$ cat src/rtl/tl_arbiter.sv
`default_nettype none
// ============================================================================
// Module      : tl_arbiter
// Description : N-master to 1-slave TileLink-UL arbiter. Round-robin A-channel
//               merge through one registered stage, source-tag D steering,
//               per-master outstanding-request limit.
// Revision    : 1.0 - initial release
// ============================================================================
module tl_arbiter #(
  parameter int NUM_MASTERS     = 4,
  parameter int SRC_W           = 4,
  parameter int MAX_OUTSTANDING = 4
) (
  input  logic                                  clk,
  input  logic                                  rst,
  input  logic [NUM_MASTERS*3-1:0]              m_a_opcode,
  input  logic [NUM_MASTERS*3-1:0]              m_a_param,
  input  logic [NUM_MASTERS*3-1:0]              m_a_size,
  input  logic [NUM_MASTERS*SRC_W-1:0]          m_a_source,
  input  logic [NUM_MASTERS*64-1:0]             m_a_address,
  input  logic [NUM_MASTERS*64-1:0]             m_a_data,
  input  logic [NUM_MASTERS*8-1:0]              m_a_mask,
  input  logic [NUM_MASTERS-1:0]                m_a_corrupt,
  input  logic [NUM_MASTERS-1:0]                m_a_valid,
  output logic [NUM_MASTERS-1:0]                m_a_ready,
  output logic [NUM_MASTERS*3-1:0]              m_d_opcode,
  output logic [NUM_MASTERS*2-1:0]              m_d_param,
  output logic [NUM_MASTERS*3-1:0]              m_d_size,
  output logic [NUM_MASTERS*SRC_W-1:0]          m_d_source,
  output logic [NUM_MASTERS*6-1:0]              m_d_sink,
  output logic [NUM_MASTERS*64-1:0]             m_d_data,
  output logic [NUM_MASTERS-1:0]                m_d_denied,
  output logic [NUM_MASTERS-1:0]                m_d_corrupt,
  output logic [NUM_MASTERS-1:0]                m_d_valid,
  input  logic [NUM_MASTERS-1:0]                m_d_ready,
  output logic [2:0]                            s_a_opcode,
  output logic [2:0]                            s_a_param,
  output logic [2:0]                            s_a_size,
  output logic [SRC_W+$clog2(NUM_MASTERS)-1:0]  s_a_source,
  output logic [63:0]                           s_a_address,
  output logic [63:0]                           s_a_data,
  output logic [7:0]                            s_a_mask,
  output logic                                  s_a_corrupt,
  output logic                                  s_a_valid,
  input  logic                                  s_a_ready,
  input  logic [2:0]                            s_d_opcode,
  input  logic [1:0]                            s_d_param,
  input  logic [2:0]                            s_d_size,
  input  logic [SRC_W+$clog2(NUM_MASTERS)-1:0]  s_d_source,
  input  logic [5:0]                            s_d_sink,
  input  logic [63:0]                           s_d_data,
  input  logic                                  s_d_denied,
  input  logic                                  s_d_corrupt,
  input  logic                                  s_d_valid,
  output logic                                  s_d_ready
);
  localparam int IDX_W = $clog2(NUM_MASTERS);

  logic [NUM_MASTERS-1:0][3:0] r_cnt;
  logic [IDX_W-1:0]            r_rr_ptr;
  logic                        r_full;
  logic [2:0]                  r_opcode, r_param, r_size;
  logic [SRC_W+IDX_W-1:0]      r_source;
  logic [63:0]                 r_address, r_data;
  logic [7:0]                  r_mask;
  logic                        r_corrupt;

  logic [NUM_MASTERS-1:0] w_elig, w_inc, w_dec;
  logic                   w_found, w_can_load, w_load;
  logic [IDX_W-1:0]       w_winner, w_d_idx;
  logic [2:0]             w_sel_opcode, w_sel_param, w_sel_size;
  logic [SRC_W-1:0]       w_sel_source;
  logic [63:0]            w_sel_address, w_sel_data;
  logic [7:0]             w_sel_mask;
  logic                   w_sel_corrupt;

  always_comb begin
    for (int i = 0; i < NUM_MASTERS; i++)
      w_elig[i] = m_a_valid[i] && (r_cnt[i] < 4'(MAX_OUTSTANDING));
  end

  // First eligible master at or after the priority pointer, wrapping around
  always_comb begin
    w_found  = 1'b0;
    w_winner = '0;
    for (int k = 0; k < NUM_MASTERS; k++) begin
      if (!w_found && w_elig[(int'(r_rr_ptr) + k) % NUM_MASTERS]) begin
        w_found  = 1'b1;
        w_winner = IDX_W'((int'(r_rr_ptr) + k) % NUM_MASTERS);
      end
    end
  end

  assign w_can_load = !r_full || s_a_ready;
  assign w_load     = w_found && w_can_load && !rst;

  always_comb begin
    w_sel_opcode  = '0;
    w_sel_param   = '0;
    w_sel_size    = '0;
    w_sel_source  = '0;
    w_sel_address = '0;
    w_sel_data    = '0;
    w_sel_mask    = '0;
    w_sel_corrupt = 1'b0;
    m_a_ready     = '0;
    for (int i = 0; i < NUM_MASTERS; i++) begin
      if (w_winner == IDX_W'(i)) begin
        w_sel_opcode  = m_a_opcode[i*3 +: 3];
        w_sel_param   = m_a_param[i*3 +: 3];
        w_sel_size    = m_a_size[i*3 +: 3];
        w_sel_source  = m_a_source[i*SRC_W +: SRC_W];
        w_sel_address = m_a_address[i*64 +: 64];
        w_sel_data    = m_a_data[i*64 +: 64];
        w_sel_mask    = m_a_mask[i*8 +: 8];
        w_sel_corrupt = m_a_corrupt[i];
        m_a_ready[i]  = w_load;
      end
    end
  end

  always_ff @(posedge clk) begin
    if (rst) begin
      r_full    <= 1'b0;
      r_rr_ptr  <= '0;
      r_opcode  <= '0;
      r_param   <= '0;
      r_size    <= '0;
      r_source  <= '0;
      r_address <= '0;
      r_data    <= '0;
      r_mask    <= '0;
      r_corrupt <= 1'b0;
    end else if (w_load) begin
      r_full    <= 1'b1;
      r_rr_ptr  <= (w_winner == IDX_W'(NUM_MASTERS - 1)) ? '0 : w_winner + 1'b1;
      r_opcode  <= w_sel_opcode;
      r_param   <= w_sel_param;
      r_size    <= w_sel_size;
      r_source  <= {w_winner, w_sel_source};
      r_address <= w_sel_address;
      r_data    <= w_sel_data;
      r_mask    <= w_sel_mask;
      r_corrupt <= w_sel_corrupt;
    end else if (s_a_ready) begin
      r_full    <= 1'b0;
    end
  end

  assign s_a_valid   = r_full;
  assign s_a_opcode  = r_opcode;
  assign s_a_param   = r_param;
  assign s_a_size    = r_size;
  assign s_a_source  = r_source;
  assign s_a_address = r_address;
  assign s_a_data    = r_data;
  assign s_a_mask    = r_mask;
  assign s_a_corrupt = r_corrupt;

  // Out-of-range tags match no master: response is dropped with ready held high
  assign w_d_idx = s_d_source[SRC_W+IDX_W-1:SRC_W];

  always_comb begin
    s_d_ready = 1'b1;
    for (int i = 0; i < NUM_MASTERS; i++)
      if (w_d_idx == IDX_W'(i)) s_d_ready = m_d_ready[i];
  end

  generate
    for (genvar g = 0; g < NUM_MASTERS; g++) begin : g_dport
      assign m_d_valid[g]                  = s_d_valid && (w_d_idx == IDX_W'(g));
      assign m_d_source[g*SRC_W +: SRC_W]  = s_d_source[SRC_W-1:0];
      assign m_d_opcode[g*3 +: 3]          = s_d_opcode;
      assign m_d_param[g*2 +: 2]           = s_d_param;
      assign m_d_size[g*3 +: 3]            = s_d_size;
      assign m_d_sink[g*6 +: 6]            = s_d_sink;
      assign m_d_data[g*64 +: 64]          = s_d_data;
      assign m_d_denied[g]                 = s_d_denied;
      assign m_d_corrupt[g]                = s_d_corrupt;
      assign w_inc[g]                      = m_a_valid[g] && m_a_ready[g];
      assign w_dec[g]                      = m_d_valid[g] && m_d_ready[g];
    end
  endgenerate

  always_ff @(posedge clk) begin
    if (rst) begin
      r_cnt <= '0;
    end else begin
      for (int i = 0; i < NUM_MASTERS; i++) begin
        if (w_inc[i] && !w_dec[i])      r_cnt[i] <= r_cnt[i] + 4'd1;
        else if (!w_inc[i] && w_dec[i]) r_cnt[i] <= r_cnt[i] - 4'd1;
      end
    end
  end

endmodule
`default_nettype wire

$ cat config.mk
export PLATFORM = sky130hd
export DESIGN_NAME = tl_arbiter
export DESIGN_NICKNAME = d
export VERILOG_FILES = /design/src/rtl/tl_arbiter.sv
export SDC_FILE = /design/constraint.sdc
export NUM_CORES = 1
export LEC_CHECK = 0
export CORE_AREA = 4 4 466 468
export DETAILED_ROUTE_END_ITERATION = 7
export DIE_AREA = 0 0 470 472
export PLACE_DENSITY = 0.34
export SYNTH_ARGS = -nofsm -noshare
export SYNTH_HDL_FRONTEND = slang
export SYNTH_SLANG_ARGS = --single-unit
$ cat constraint.sdc
create_clock -name clk -period 5.6 [get_ports clk]
set_clock_uncertainty 0.05 [all_clocks]
set_input_delay 0.84 -clock clk [delete_from_list [all_inputs] [get_ports clk]]
set_output_delay 0.84 -clock clk [all_outputs]
set_load 0.02 [all_outputs]
==> Word-level counts from Yosys, hierarchy flattened <==
Index checks and enable logic that the tools add are counted.
{ "totals": {"in_bits": 698, "word_cells": 166, "output_inout_bits": 498, "register_bits": 171} }
{ "op_classes": {"mux": 70, "n_eq_ne": 6, "order_cmp": 8, "n_addsub": 12, "n_reduce_logical": 53, "bitwise": 3} }
{ "op_table": {"columns": ["cell", "count"], "rows": [
  ["$mux 64", 8],
  ["$mux 4", 12],
  ["$mux 3", 12],
  ["$mux 8", 4],
  ["$logic_and 1x1->1", 29],
  ["$mux 1", 25],
  ["$add 4x1->4 const B", 4],
  ["$lt 4x3->1 const B", 4],
  ["$sub 4x1->4 const B", 4],
  ["$logic_not 1->1", 13],
  ["$lt 3x4->1 const B", 3],
  ["$mux 2", 5],
  ["$reduce_bool 2->1", 5],
  ["$bmux 1 s2", 4],
  ["$eq 2x2->1 const B", 4],
  ["$reduce_or 2->1", 3],
  ["$add 2x1->2 const B", 2],
  ["$add 2x2->2 const B", 2],
  ["$eq 2x1->1 const B", 2],
  ["$logic_not 2->1", 2],
  ["$and 1x1->1 const A", 3],
  ["$lt 2x3->1 const B", 1],
  ["$logic_or 1x1->1", 1]
]} }

==> Depth between registers and ports, before layout <==
Gate-level depths: netlist of the first run.
{ "depth": {"word_depth": 22, "mapped_depth": 16} }

==> Least setup slack after synthesis of the first run <==
OpenSTA, ideal clock, no wires.
{ "synth_timing": {"path_kind": "input to register", "start": "input m_a_valid[2]", "end": "register r_cnt[3] in the netlist's numbering", "cell_stages": 16, "slack_ps": 1202, "arrival_ps": 4227, "n_path_buf": 3, "path_cell_list": "or3b_2 -> o21a_1 -> o221a_2 -> inv_1 -> ha_1 -> clkbuf_1 -> buf_2 -> clkbuf_1 -> and3_1 -> ha_1 -> inv_1 -> ha_1 -> a21o_1 -> a21oi_1 -> mux2i_1 -> mux2_2"} }
{ "synth_lines": {"columns": ["element", "line_no", "rtl"], "rows": [
  ["start: declaration", "24", "input logic [NUM_MASTERS-1:0] m_a_valid,"],
  ["$logic_and 1x1->1 (*)", "79", "w_elig[i] = m_a_valid[i] && (r_cnt[i] < 4'(MAX_OUTSTANDING));"],
  ["$bmux 1 s2", "87", "if (!w_found && w_elig[(int'(r_rr_ptr) + k) % NUM_MASTERS]) begin"],
  ["$mux 1 (implied by the code)", "87", null],
  ["$mux 1", "87", null],
  ["$logic_not 1->1", "87", null],
  ["$logic_and 1x1->1", "87", null],
  ["$mux 1", "87", null],
  ["$logic_not 1->1", "87", null],
  ["(+4 left out)", null, null],
  ["$mux 2 (*)", "87", null],
  ["named net w_winner[0]", "70", "logic [IDX_W-1:0] w_winner, w_d_idx;"],
  ["$logic_not 2->1 (*)", "108", "if (w_winner == IDX_W'(i)) begin"],
  ["$mux 1 (*)", "108", null],
  ["$logic_and 1x1->1 (*)", "180", "assign w_inc[g] = m_a_valid[g] && m_a_ready[g];"],
  ["$logic_not 1->1", "191", "else if (!w_inc[i] && w_dec[i]) r_cnt[i] <= r_cnt[i] - 4'd1;"],
  ["$logic_and 1x1->1", "191", null],
  ["$reduce_bool 2->1 (no line)", null, null],
  ["end signal: indexed assignment", "190", "if (w_inc[i] && !w_dec[i]) r_cnt[i] <= r_cnt[i] + 4'd1;"],
  ["end signal: indexed assignment", "191", null],
  ["end: declaration", "59", "logic [NUM_MASTERS-1:0][3:0] r_cnt;"]
]} }
The timed path passes the listed nets; every way through them passes the cells marked *. The select of a mux whose other input is x is not followed.
A chain may end at the register's enable or synchronous reset.

==> Worst setup path after layout of the first run <==
{ "layout_timing": {"start": "input m_a_valid[2]", "end": "output m_a_ready[2]"} }
{ "layout_lines": {"columns": ["element", "line_no", "rtl"], "rows": [
  ["$logic_and 1x1->1 (*)", "79", null],
  ["$bmux 1 s2", "87", null],
  ["$mux 1 (implied by the code)", "87", null],
  ["$mux 1", "87", null],
  ["$logic_not 1->1", "87", null],
  ["$logic_and 1x1->1", "87", null],
  ["$mux 1", "87", null],
  ["$logic_not 1->1", "87", null],
  ["$logic_and 1x1->1", "87", null],
  ["$mux 1", "87", null],
  ["$logic_not 1->1", "87", null],
  ["$logic_and 1x1->1", "87", null],
  ["$mux 2 (*)", "87", null],
  ["named net w_winner[0]", "70", null],
  ["$eq 2x2->1 (*)", "108", null],
  ["$mux 1 (*)", "108", null],
  ["end: declaration", "25", "output logic [NUM_MASTERS-1:0] m_a_ready,"]
]} }
Marked as above.

==> summary.md, run 1 <==
| Metric | Value |
|---|---|
| Die area | 0.222 sq mm |
| Share of layout cells above drive strength 1 | 3.80% |
| Clock Sinks | 171 |
| Cells after Synth | approximately 2000 |
| FF-to-FF setup slack | 1840 ps |
| Flop pwr share | 18.0% |
| CTS tree | built |
| Syn_nets | roughly 2700 |
| # setup viols final | 0 |
| Syn. warnings | 0 |
| Router iterations before antenna repair | 5 |
| Area Growth Syn to Fin | 64.8% |
| Switch share | a little over half |
| Die Span Y | 472 um |
| Post-CTS Resized | 0 |
| Largest net degree at the start of global routing | 150 |
| H-tree levels | 4 |
| 1st-iter DRT viols | between 600 and 700 |
| Max frequency | 218 MHz |
| Gr ovfl total | 0 |
| GPL Wtd Cong | 0.801 |
| PwrDens | 443 mW/mm^2 |
| Status | completed |
| Initial core utilization | 6.65% |
| Critical Path RT | 4710 ps |
| Via count | between 10000 and 15000 |
| Relative slew slack | about a third |
| Tmin final | 4590 ps |
| DIE WIDTH | 470 um |
| # hold bufs at CTS | 0 |
| CP startpoint kind | input port |
| Synth top area cells | dfxtp_1, buf_4, mux2i_1 |
| DRC viols | 0 |
| EDFF count, synth | 0 |
| Register area share after synthesis | 24.1% |
| GRT Total Usage | 9.45% |
| CP endpoint kind | primary output |
| Comb power frac | between 60% and 70% |
| Met2 wire length | 55300 um |
| M1 WL | ~37000 um |
| Core ar. | ~0.21 sq mm |
| Area leader, netlist | dfxtp_1 |
| Unrepaired setup endpoints after global routing | no |
| Top FF cell, synth | dfxtp_1 |
| Period utilisation layout | 81.9% |
| Fin nets | 3046 |
| IO Pins | roughly 1200 |
| Avg Inst Size Synth | ~7.1 sq um |
| Seq cells post-synth | approximately 170 |
| Post-route setup TNS | 0 ps |
| Max Used Layer | met5 |
| Row count | 170 |
| Clock transition at path regs | 80 ps |
| Ys async rst share | 0% |
| Most numerous cell in the Yosys netlist | buf_4 |
| Vias in the first global route | about 15000 |
| I/O Buffers | 775 |
| Share of the core filled with cells | 11.0% |
| Worst hold path class | reg -> reg |
| Share of the synthesized area in the top cell type | 24.1% |
| Fin. Hold Viols | 0 |
| Lkg Pwr | 8.34 nW |
| Crit path DAT | 3700 ps |
| Clock share of power | 12.6% |
| Pin slew with the least headroom to its limit | 983 ps |
| Worst-path fanout max | 11 |
| Routed Antenna Nets | 0 |
| Clock Tree Buf Depth | 2 |
| WL final | ~110000 um |
| Initial antenna violation count | 13 |
| Global-route wire length before repair | 142000 um |
| HPWL Detailed | 92500 um |
| Wire length per cell | 21.1 um |
| Peak VDD IR | 0.000281 V |
| Clock Root Buffer | clkbuf_16 |
| Final Slew Violations | 0 |
| Via-to-Cell Ratio | 2.85 |
| Int Pwr | 4.91 mW |
| Max cap viols | 0 |
| Setup Fix Bufs, Post-CTS | 0 |
| Critical path class | in -> out |
| WL met3 | 14100 um |
| Post-synth cell types | 37 |
| CTS Buf Count | 17 |
| Cell Area, Synth | between 0.01 and 0.015 sq mm |
| Clock Latency Late Sink | between 500 and 600 ps |
| Leading post-synthesis cells by instance count | buf_4, a21oi_1, nand2_1 |
| P_sw | 5.47 mW |
cell type report:
class | count | area, sq um
clock buffer | 18 | 439
antenna | 9 | 22.5
fill | 24900 | 190000
inverter | 160 | 608
clock inverter | 14 | 128
timing repair buffer | 813 | 8170
multi-input combinational | 1165 | 7060
tap | 2838 | 3550
sequential | 171 | 3420
stage by stage:
stage / setup WS [ps] / total power [mW] / instances / hold slack [ps] / area, sq um
5_1_grt: 907 / 11.4 / 5182 / 423 / 23400
2_1_floorplan: 1200 / 5.94 / 1989 / 457 / 14200
3_3_place_gp: 753 / 9.38 / 5147 / 392 / 22800
4_1_cts: 950 / 10.8 / 5179 / 411 / 23400
3_5_place_dp: 817 / 9.38 / 5147 / 397 / 22800
6_report: 1010 / 10.4 / 5188 / 407 / 23400
kinds of logic (layout without fill, tap and decap cells):
| group | count (synthesis) | after routing | synth area share [%] |
|---|---|---|---|
| buffers and inverters | 653 | 1005 | 26.6 |
| AOI/OAI and AO/OA | 618 | 618 | 25.0 |
| and+or+nand+nor | 356 | 356 | 10.3 |
| DFF | 171 | 171 | 24.1 |
| muxes | 163 | 163 | 11.6 |
| adders and majority gates | 20 | 20 | 1.97 |
| xor gates and xnor gates | 8 | 8 | 0.493 |
| other | 0 | 9 | 0 |
cells in the final DEF (no fill, tap or decap), types with 2 or more instances in the layout:
cell type / netlist / routed
inv_6: 0 / 5
and3_1: 5 / 5
inv_1: 159 / 159
a221o_1: 8 / 8
o21ai_0: 145 / 144
buf_4: 350 / 28
o211ai_1: 3 / 3
mux2_2: 4 / 4
nor2_1: 32 / 32
clkdlybuf4s50_1: 0 / 775
clkbuf_16: 0 / 17
mux2i_1: 158 / 158
diode_2: 0 / 9
ha_1: 16 / 12
inv_8: 0 / 4
and2_1: 4 / 4
ha_4: 0 / 4
nand2_1: 298 / 298
fa_1: 4 / 4
clkinvlp_4: 0 / 2
a21o_1: 4 / 4
dfxtp_1: 171 / 171
buf_12: 0 / 10
xnor2_1: 4 / 4
a21oi_1: 302 / 302
xor2_1: 4 / 4
nor3b_2: 4 / 4
clkinv_2: 0 / 2
nor2b_1: 7 / 6
a22oi_1: 151 / 151
worst max-delay path, cell delays in order:
cell and delay [ps]:
clkdlybuf4s50_1 490, or3b_2 480, o21a_1 180, o221a_2 340, inv_1 180, ha_4 350
and2_1 180, clkdlybuf4s50_1 650
power groups by stage:
stage               logic, mW  registers [mW]  clock network [mW]
global route             7.99            1.93                1.46
floorplan                3.66            2.28                   0
global placement         7.48            1.90                   0
CTS                      7.50            1.89                1.44
detailed placement       7.47            1.91                   0
finish                   7.20            1.87                1.30
path summary, 6_finish.rpt:
path / to / cells after the start / start
max reg2reg: r_cnt[11]$_SDFFE_PP0P_ / 13 / r_cnt[10]$_SDFFE_PP0P_
min reg2reg: s_a_address[53]$_SDFFE_PP0N_ / 2 / s_a_address[53]$_SDFFE_PP0N_
min: s_a_address[53]$_SDFFE_PP0N_ / 2 / s_a_address[53]$_SDFFE_PP0N_
max: m_a_ready[2] / 8 / m_a_valid[2]
sequential cells by signal, summed over array words and instances, names as in the netlist:
signal	count
r_cnt	16
r_rr_ptr	2
s_a_address	64
s_a_corrupt	1
s_a_data	64
s_a_mask	8
s_a_opcode	3
s_a_param	3
s_a_size	3
s_a_source	6
s_a_valid	1
metal layers:
| layer | track usage, % | up-vias |
|---|---|---|
| li1 | - | 7055 |
| met1 | 8.81 | 6787 |
| met2 | 16.9 | 812 |
| met3 | 5.69 | 135 |
| met4 | 3.29 | 2 |
| met5 | 0.346 | - |
Note: power is estimated with default switching activity, not from simulation.
==> run 2: changes to the inputs <==
==> config.mk (replaced) <==
export PLATFORM = sky130hd
export DESIGN_NAME = tl_arbiter
export DESIGN_NICKNAME = d
export VERILOG_FILES = /design/src/rtl/tl_arbiter.sv
export SDC_FILE = /design/constraint.sdc
export NUM_CORES = 1
export LEC_CHECK = 0
export CORE_AREA = 4 4 461 463
export DETAILED_ROUTE_END_ITERATION = 7
export DIE_AREA = 0 0 465 467
export PLACE_DENSITY = 0.35
export SYNTH_ARGS = -nofsm -noshare
export SYNTH_HDL_FRONTEND = slang
export SYNTH_SLANG_ARGS = --single-unit
==> constraint.sdc (replaced) <==
create_clock -name clk -period 3.93 [get_ports clk]
set_clock_uncertainty 0.05 [all_clocks]
set_input_delay 0.5895 -clock clk [delete_from_list [all_inputs] [get_ports clk]]
set_output_delay 0.5895 -clock clk [all_outputs]
set_load 0.02 [all_outputs]
==> summary.md, run 2 (same netlist as run 1, synthesis figures left out) <==
| Metric | Value |
|---|---|
| Status | completed |
| DP Worst Slack | -180 ps |
| CP delay by family, top | buffers and inverters |
| Share of layout cells above drive strength 1 | around 6.3% |
| Peak VDD IR | slightly below 0.0004 V |
| Clock Root Buffer | clkbuf_16 |
| IO Pins | 1196 |
| PwrDens | 666 mW/mm^2 |
| Slowest CP cell | clkdlybuf4s50_1 |
| Int Pwr | 7.57 mW |
| Initial antenna violation count | 29 |
| WL final | 118000 um |
| GRT Total Usage | between 10% and 20% |
| Die area | 0.217 sq mm |
| Bufs and invs on worst path | 5 |
| 1st-iter DRT viols | approximately 940 |
| CTS tree | built |
| Fin. Hold Viols | 0 |
| DIE WIDTH | 465 um |
| Via count | 15200 |
| Footprint of the multi-input gates | 0.00708 sq mm |
| CP startpoint kind | input port |
| # hold bufs at CTS | 0 |
| Global-route wire length before repair | 148000 um |
| Gr ovfl total | 0 |
| Clock Tree Buf Depth | 2 |
| Worst Hold Depth | 2 |
| Fillers | 24300 |
| Setup Fix Bufs, Post-CTS | 0 |
| Vias in the first global route | 15400 |
| Clock share of power | about an eighth |
| Clock transition at path regs | 90 ps |
| DRC viols | 0 |
| Flop pwr share | 16.8% |
| Comb power frac | 70.6% |
| R2R depth | 13 |
| Worst hold slack | 412 ps |
| Largest net degree at the start of global routing | 123 |
| Worst-path fanout max | 70 |
| Register area | 0.00342 sq mm |
| CTS Buf Count | 17 |
| Placed cells | ~5200 |
| CP dominant cell by count | buf_4 |
| Unrepaired setup endpoints after global routing | no |
| Commonest cells after routing, fill and taps aside | clkdlybuf4s50_1, a21oi_1, nand2_1 |
| Final Slew Violations | 0 |
| Finished Layout Cells | 5213 |
| Critical path, cell by cell | clkdlybuf4s50_1 -> or3b_2 -> o21a_1 -> o221a_2 -> buf_4 -> ha_4 -> buf_4 -> buf_12 -> and2_1 -> buf_4 |
| Max cap viols | 0 |
| Final worst setup slack | 158 ps |
| H-tree levels | 4 |
| Crit path DAT | 3130 ps |
| Period utilisation layout | between 90 and 100% |
| Commonest non-fill, non-tap cell in the layout | clkdlybuf4s50_1 |
| Wire length per cell | between 20 and 25 um |
| Relative slew slack | 41.4% |
| Fin nets | 3103 |
| Final Total Pwr | 15.9 mW |
| Router iterations before antenna repair | 5 |
| I/O Buffers | 775 |
| Crit path depth | 10 |
| Core ar. | around 0.21 sq mm |
| Tmin final | 3770 ps |
| Critical path class | in -> out |
| HPWL Detailed | roughly 98000 um |
| Routed Antenna Nets | 0 |
| Via-to-Cell Ratio | 2.91 |
| Worst hold path class | reg -> reg |
| Lkg Pwr | 8.68 nW |
| Crit-path max cell delay | 480 ps |
| Initial core utilization | 6.80% |
| # setup viols final | 0 |
| Row count | between 150 and 200 |
| CP endpoint kind | primary output |
| Clock Sinks | roughly 170 |
| Max frequency | 265 MHz |
| Die Span Y | 467 um |
| GPL Wtd Cong | 0.834 |
| P_sw | 8.38 mW |
| Clock Latency Late Sink | 550 ps |
| Switch share | a little over half |
| Critical Path RT | 3290 ps |
| Pin slew with the least headroom to its limit | 877 ps |
| Area Growth Syn to Fin | 68.6% |
[run 2: tightest hold or removal path, stage by stage (launching register included)]
cell,delay (ps)
dfxtp_1,320
nand2_1,50
mux2i_1,50
[run 2: metrics by stage]
stage	setup TNS (ps)	area (sq um)	utilization, %
global route	0	23900	11.5
CTS	0	23900	11.4
detailed placement	-883	23300	11.2
finish	0	24000	11.5
floorplan	-17.8	14200	-
global placement	-793	23300	11.2
[run 2: timing repair]
action,CTS,global route
resized for setup,1,0
endpoints found under the setup margin,1,1
endpoints found under the hold margin,0,0
gates cloned,0,2
[run 2: layer usage]
layer	track usage, %	routed length (um)	vias up
met4	3.70	3250	8
met2	17.5	57800	840
met3	6.36	15900	154
li1	-	-	7163
met5	0	55	-
met1	10.2	41000	7020
[run 2: area by class of cell]
cell class / instances / share of cell area [%]
timing repair buffer: 870 / 36.4
inverter: 160 / 2.54
clock buffer: 17 / 1.78
antenna: 10 / 0.104
tap: 2805 / 14.7
multi-input combinational: 1165 / 29.5
clock inverter: 15 / 0.710
sequential: 171 / 14.3
[run 2: path summary, 6_finish.rpt]
kind	endpoint	startpoint	slack [ps]
worst max-delay path	m_a_ready[1]	m_a_valid[2]	160
worst min-delay path	s_a_data[28]$_SDFFE_PP0N_	s_a_data[28]$_SDFFE_PP0N_	410
worst max register to register	r_cnt[11]$_SDFFE_PP0P_	r_cnt[10]$_SDFFE_PP0P_	540
worst min register to register	s_a_data[28]$_SDFFE_PP0N_	s_a_data[28]$_SDFFE_PP0N_	410
[run 2: power by group through the flow]
stage / sequential [mW] / combinational [mW] / clock, mW
after floorplan: 3.25 / 5.24 / 0
after global placement: 2.72 / 11.5 / 0
after detailed placement: 2.73 / 11.5 / 0
after CTS: 2.70 / 11.5 / 2.21
after global routing: 2.76 / 12.4 / 2.24
final: 2.68 / 11.3 / 2.01
